`config.mk`:
```
export PLATFORM = sky130hd
export DESIGN_NAME = display_framebuffer_arbiter
export DESIGN_NICKNAME = d
export VERILOG_FILES = /design/src/rtl/display_framebuffer_arbiter.sv
export SDC_FILE = /design/constraint.sdc
export NUM_CORES = 1
export LEC_CHECK = 0
export ABC_AREA = 0
export CAP_MARGIN = 20
export CORE_ASPECT_RATIO = 2
export CORE_UTILIZATION = 55
export CTS_CLUSTER_SIZE = 28
export DETAILED_ROUTE_END_ITERATION = 10
export GPL_ROUTABILITY_DRIVEN = 1
export PLACE_DENSITY = 0.85
export SYNTH_ARGS = -nofsm -noshare
export SYNTH_HDL_FRONTEND = slang
export SYNTH_SLANG_ARGS = --single-unit
```
`constraint.sdc`:
```
create_clock -name clk -period 4.11 [get_ports clk]
set_input_delay 1.0275 -clock clk [delete_from_list [all_inputs] [get_ports clk]]
set_output_delay 1.0275 -clock clk [all_outputs]
set_load 0.01 [all_outputs]
```
`src/rtl/display_framebuffer_arbiter.sv`:
```
// Double-buffered frame store arbiter: the display driver reads the front
// bank with absolute priority, host writes drain from a small FIFO into the
// back bank in idle cycles, and bank swaps happen only on frame_complete.
//
// state   | meaning
// IDLE    | no swap requested
// PENDING | swap requested, waits for frame_complete with an empty FIFO
module display_framebuffer_arbiter #(
  parameter  int rows       = 8,
  parameter  int columns    = 32,
  parameter  int bitwidth   = 8,
  parameter  int fifo_depth = 4,
  localparam int row_w      = $clog2(rows),
  localparam int col_w      = $clog2(columns),
  localparam int addr_w     = 1 + row_w + col_w,
  localparam int pix_w      = 3 * bitwidth
) (
  input  logic              clk,
  input  logic              rst,
  input  logic              frame_complete,
  input  logic              disp_req,
  input  logic [row_w-1:0]  disp_row,
  input  logic [col_w-1:0]  disp_col,
  output logic [pix_w-1:0]  disp_pixel,
  output logic              disp_valid,
  input  logic              wr_valid,
  output logic              wr_ready,
  input  logic [row_w-1:0]  wr_row,
  input  logic [col_w-1:0]  wr_col,
  input  logic [pix_w-1:0]  wr_data,
  input  logic              swap_req,
  output logic              swap_pending,
  output logic              swap_done,
  output logic              front_bank,
  output logic [addr_w-1:0] mem_addr,
  output logic              mem_we,
  output logic [pix_w-1:0]  mem_wdata,
  input  logic [pix_w-1:0]  mem_rdata
);

  localparam int ptr_w   = $clog2(fifo_depth);
  localparam int cnt_w   = ptr_w + 1;
  localparam int entry_w = row_w + col_w + pix_w;

  localparam logic [0:0] IDLE    = 1'b0;
  localparam logic [0:0] PENDING = 1'b1;

  logic [entry_w-1:0] fifo_mem [fifo_depth];
  logic [ptr_w-1:0]   wr_ptr, rd_ptr;
  logic [cnt_w-1:0]   count_q;
  logic               ready_q;
  logic               fifo_empty, push, pop, rd_sel, swap_go;
  logic [entry_w-1:0] head;
  logic [addr_w-1:0]  addr_q;
  logic               rd_pend_q;
  logic [0:0]         state_q;

  assign fifo_empty   = (count_q == '0);
  assign wr_ready     = ready_q && (count_q < cnt_w'(fifo_depth));
  assign push         = wr_valid && wr_ready;
  // rst gates the read path so the memory port stays quiet while in reset
  assign rd_sel       = rst && disp_req;
  assign pop          = rst && !disp_req && !fifo_empty;
  assign head         = fifo_mem[rd_ptr];
  assign swap_go      = (state_q == PENDING) && frame_complete && fifo_empty && !pop;
  assign swap_pending = (state_q == PENDING);

  // memory port arbitration: display read, else FIFO drain, else hold address
  always_comb begin
    mem_addr  = addr_q;
    mem_we    = 1'b0;
    mem_wdata = head[pix_w-1:0];
    if (rd_sel) begin
      mem_addr = {front_bank, disp_row, disp_col};
    end else if (pop) begin
      mem_addr = {~front_bank, head[entry_w-1 -: row_w], head[pix_w +: col_w]};
      mem_we   = 1'b1;
    end
  end

  // last driven address, so an idle port does not toggle the address bus
  always_ff @(posedge clk or negedge rst) begin
    if (!rst) addr_q <= '0;
    else      addr_q <= mem_addr;
  end

  // host accepts writes only from the first clock after reset release
  always_ff @(posedge clk or negedge rst) begin
    if (!rst) ready_q <= 1'b0;
    else      ready_q <= 1'b1;
  end

  // FIFO storage, no reset needed since count gates every read
  always_ff @(posedge clk) begin
    if (push) fifo_mem[wr_ptr] <= {wr_row, wr_col, wr_data};
  end

  // FIFO pointers and occupancy
  always_ff @(posedge clk or negedge rst) begin
    if (!rst) begin
      wr_ptr  <= '0;
      rd_ptr  <= '0;
      count_q <= '0;
    end else begin
      if (push) wr_ptr <= wr_ptr + 1'b1;
      if (pop)  rd_ptr <= rd_ptr + 1'b1;
      case ({push, pop})
        2'b10:   count_q <= count_q + 1'b1;
        2'b01:   count_q <= count_q - 1'b1;
        default: count_q <= count_q;
      endcase
    end
  end

  // two-stage read pipeline: RAM latency, then registered pixel output
  always_ff @(posedge clk or negedge rst) begin
    if (!rst) begin
      rd_pend_q  <= 1'b0;
      disp_valid <= 1'b0;
      disp_pixel <= '0;
    end else begin
      rd_pend_q  <= rd_sel;
      disp_valid <= rd_pend_q;
      if (rd_pend_q) disp_pixel <= mem_rdata;
    end
  end

  // swap sequencing; the bank toggles only when no write is in flight
  always_ff @(posedge clk or negedge rst) begin
    if (!rst) begin
      state_q    <= IDLE;
      front_bank <= 1'b0;
      swap_done  <= 1'b0;
    end else begin
      swap_done <= swap_go;
      if (swap_go) front_bank <= ~front_bank;
      case (state_q)
        IDLE:    if (swap_req) state_q <= PENDING;
        PENDING: if (swap_go)  state_q <= IDLE;
        default: state_q <= IDLE;
      endcase
    end
  end

endmodule

```
==> impl.org <==
** Run status
- Outcome :: completed

** Routing
- DRT antenna net count :: 0
- Average detailed-routed wire length per instance :: 20.3 um
- Number of design rule violations left after detail routing :: 0
- Summed over all layers, the routed wires come to 12600 um.
- Vias post-DR :: 3488
- After detailed routing, the number of vias per cell comes to 5.63.
- DRT Pass-1 Iters :: 4
- The first routing iteration left 142 violations.

** Timing
- Of the available clock period, the critical path in the final layout requires 0.971.
- The hold violation total from the final report is 0.
- Min cycle time layout :: 3.99 ns
- Slew at the pin closest to its max-slew limit :: 1.05 ns
- Setup repair after global routing left no endpoint under its margin.
- Final worst clock skew :: 0.00854 ns
- In this run the tightest slew margin relative to its limit is 0.300.
- Highest Clock Rate :: 251 MHz
- Count of pins over their slew limit :: 0
- After routing, the total negative slack on setup checks comes to 0 ns.
- Final setup margin :: 0.119 ns
- Count of final setup violators :: 0

** Clock network
- The H-tree was split into 4 levels.
- Hold bufs inserted after CTS :: 0
- The clock reaches the later pin of the worst-skew pair after 0.42 ns.
- Cts bufs inserted :: 17
- After clock tree synthesis, the clock-pin slew on the worst setup and hold paths is 0.06 ns.
- The clock net in this run drives a total of 174 sinks.
- Total of cells resized after clock tree synthesis :: 0
- Number of buffers on the longest clock path :: 2
- In this run the post-CTS setup repair buffer count came out at 0.
- The tree is rooted in a clkbuf_16.
- TritonCTS built the clock tree.

** Die
- DIE AREA :: 0.0124 mm^2
- The die is 79.4 um wide.
- Die height :: 157 um
- The core region is 0.0117 mm^2.
- Starting density of the core :: 0.563
- In this run the core area contains 56 standard-cell rows.
- In this run the count of I/O pins placed on the die edge is 133.

** Synth
- Fraction of post-synthesis cell area in the top cell type by area :: 0.583
- Number of nets in the synthesized netlist :: 395
- During synthesis, Yosys emitted a total of 0 warnings.
- The cell area that synthesis handed to floorplanning was 0.00659 mm^2.
- Mean instance size in the synthesized netlist :: 20.7 um^2
- Count of distinct cell types in the synthesized netlist :: 29
- Sorting the synthesized cells by area gives the leading types as edfxtp_1 58%, dfrtp_1 17%, mux4_2 8.2%.
- Summed over all instances, the cell type with the most area after synthesis is edfxtp_1.
- Synthesis produced 319 cells.
- Of the synthesized area, sequential elements account for 0.758.
- The synthesized design contains 174 register bits.

** Cells and area
- The library cells used most frequently in the layout, excluding fill and tap cells, are 131 x clkdlybuf4s50_1, 128 x edfxtp_1, 45 x dfrtp_1.
- Most frequent standard cell in the layout excluding fill and tap cells :: clkdlybuf4s50_1
- 0 antenna diodes ended up in the layout.
- Area grow syn2layout :: 30.7%
- Layout cell share with drive strength beyond 1 :: 0.196
- # nets final :: 538
- The filler cells instantiated in the layout total 691.

** Critical path
- Type of element capturing the critical path :: output pin
- The worst setup path is launched from a primary input.
- Maximum fanout along the worst path :: 10
- The critical path is of the primary input to output pin type.
- Data on the critical path arrives at its endpoint at 2.96 ns.
- For the worst setup path, the data required time is 3.08 ns.

** GRT
- Largest net degree at the start of global routing :: 33
- The first global-routing pass estimated 19400 um of wire.
- Global routing usage summed across all routing layers :: 0.222
- GRT Residual Overflow :: 0
- The via count of the first global-routing pass is 3841.
- Number of antenna violations at the first check in global routing :: 0

** Placed design
- Detailed placer's ending HPWL :: 8560 um
- Input and output buffers added on the ports amount to 132.
- DP Worst Slack :: 0.127 ns
- Routability-driven placement congestion ratio :: 0.771

** Pwr
- Overall Power :: 0.00520 W
- Maximum vdd drop :: 0.577 mV
- Leakage power of the design :: 3.07 nW
- For this design the ratio of total power to cell area is 604 mW/mm^2.

** Min path
- Min-Delay Path Class :: register to register

** Run
- Total of max-cap violations :: 0
==> flip-flops by register name, indices dropped and copies added (netlist names), 2 cells and up <==
signal,count
fifo_mem,128
disp_pixel,24
addr_q,9
count_q,3
rd_ptr,2
wr_ptr,2
==> kinds of logic after synthesis <==
family / share of synthesized area
flip-flops: 0.758
multiplexers: 0.158
AND/OR/NAND/NOR: 0.0311
buffers and inverters: 0.0197
AO/OA/AOI/OAI: 0.0106
XOR/XNOR: 0.00930
adder cells (fa/ha/maj): 0.0125
other: 0.000569
==> worst paths after layout <==
check	startpoint	end	slack, ns	cells after the start
setup / recovery	disp_req	mem_addr[5]	0.12	6
hold / removal	count_q[0]	count_q[0]	0.49	1
setup reg to reg	count_q[2]	count_q[2]	1.76	9
hold reg to reg	count_q[0]	count_q[0]	0.49	1
max in group asynchronous	rst	count_q[1]	3.23	2
min in group asynchronous	rst	rd_ptr[0]	0.63	2
==> routing by layer <==
| metal | GRT usage | share of wire |
|---|---|---|
| met3 | 0.0659 | 0.064 |
| met5 | 0 | 0 |
| met2 | 0.406 | 0.57 |
| met4 | 0.112 | 0.033 |
| met1 | 0.221 | 0.34 |
==> cell usage after synthesis (all sizes together) <==
master,number
fa,1
nor2,4
dfrtp,46
and2,1
clkbuf,2
xnor2,4
and3,5
inv,8
o211ai,8
xor2,3
nand2,19
nor4bb,1
nand3,9
edfxtp,128
mux2,25
buf,11
or3,1
conb,1
mux4,32
clkinv,1
ha,5
mux2i,1
a311o,1
nor2b,2
==> through the flow <==
step	hold slack [ns]	std cells	utilization	cell area, um^2
2_1_floorplan	0.352	319	-	6590
4_1_cts	0.497	620	0.736	8610
6_report	0.494	620	0.736	8610
3_5_place_dp	0.484	588	0.688	8050
5_1_grt	0.525	620	0.736	8610
3_3_place_gp	0.481	588	0.688	8050
==> critical path, cell delays in order <==
cell	delay [ns]
clkdlybuf4s50_1	0.47
nand2_1	0.36
clkinvlp_4	0.29
nand2_1	0.13
o211ai_1	0.16
clkdlybuf4s50_1	0.52
==> power breakdown <==
part / total, W / internal, W / switching, W
registers: 0.00226 / 0.00211 / 0.000151
logic: 0.00144 / 0.000836 / 0.000599
clock network: 0.00150 / 0.000844 / 0.000660
==> layout make-up <==
type                            instances  area, um^2  share of cell area
Clock buffer                           18         429              0.0498
Clock inverter                         14         134              0.0155
Inverter                                9        37.5             0.00436
Multi-Input combinational cell        123        1470               0.171
Sequential cell                       174        5000               0.580
Tap cell                              145         181              0.0211
Timing Repair Buffer                  137        1370               0.159
Note: power is estimated with default switching activity, not from simulation.
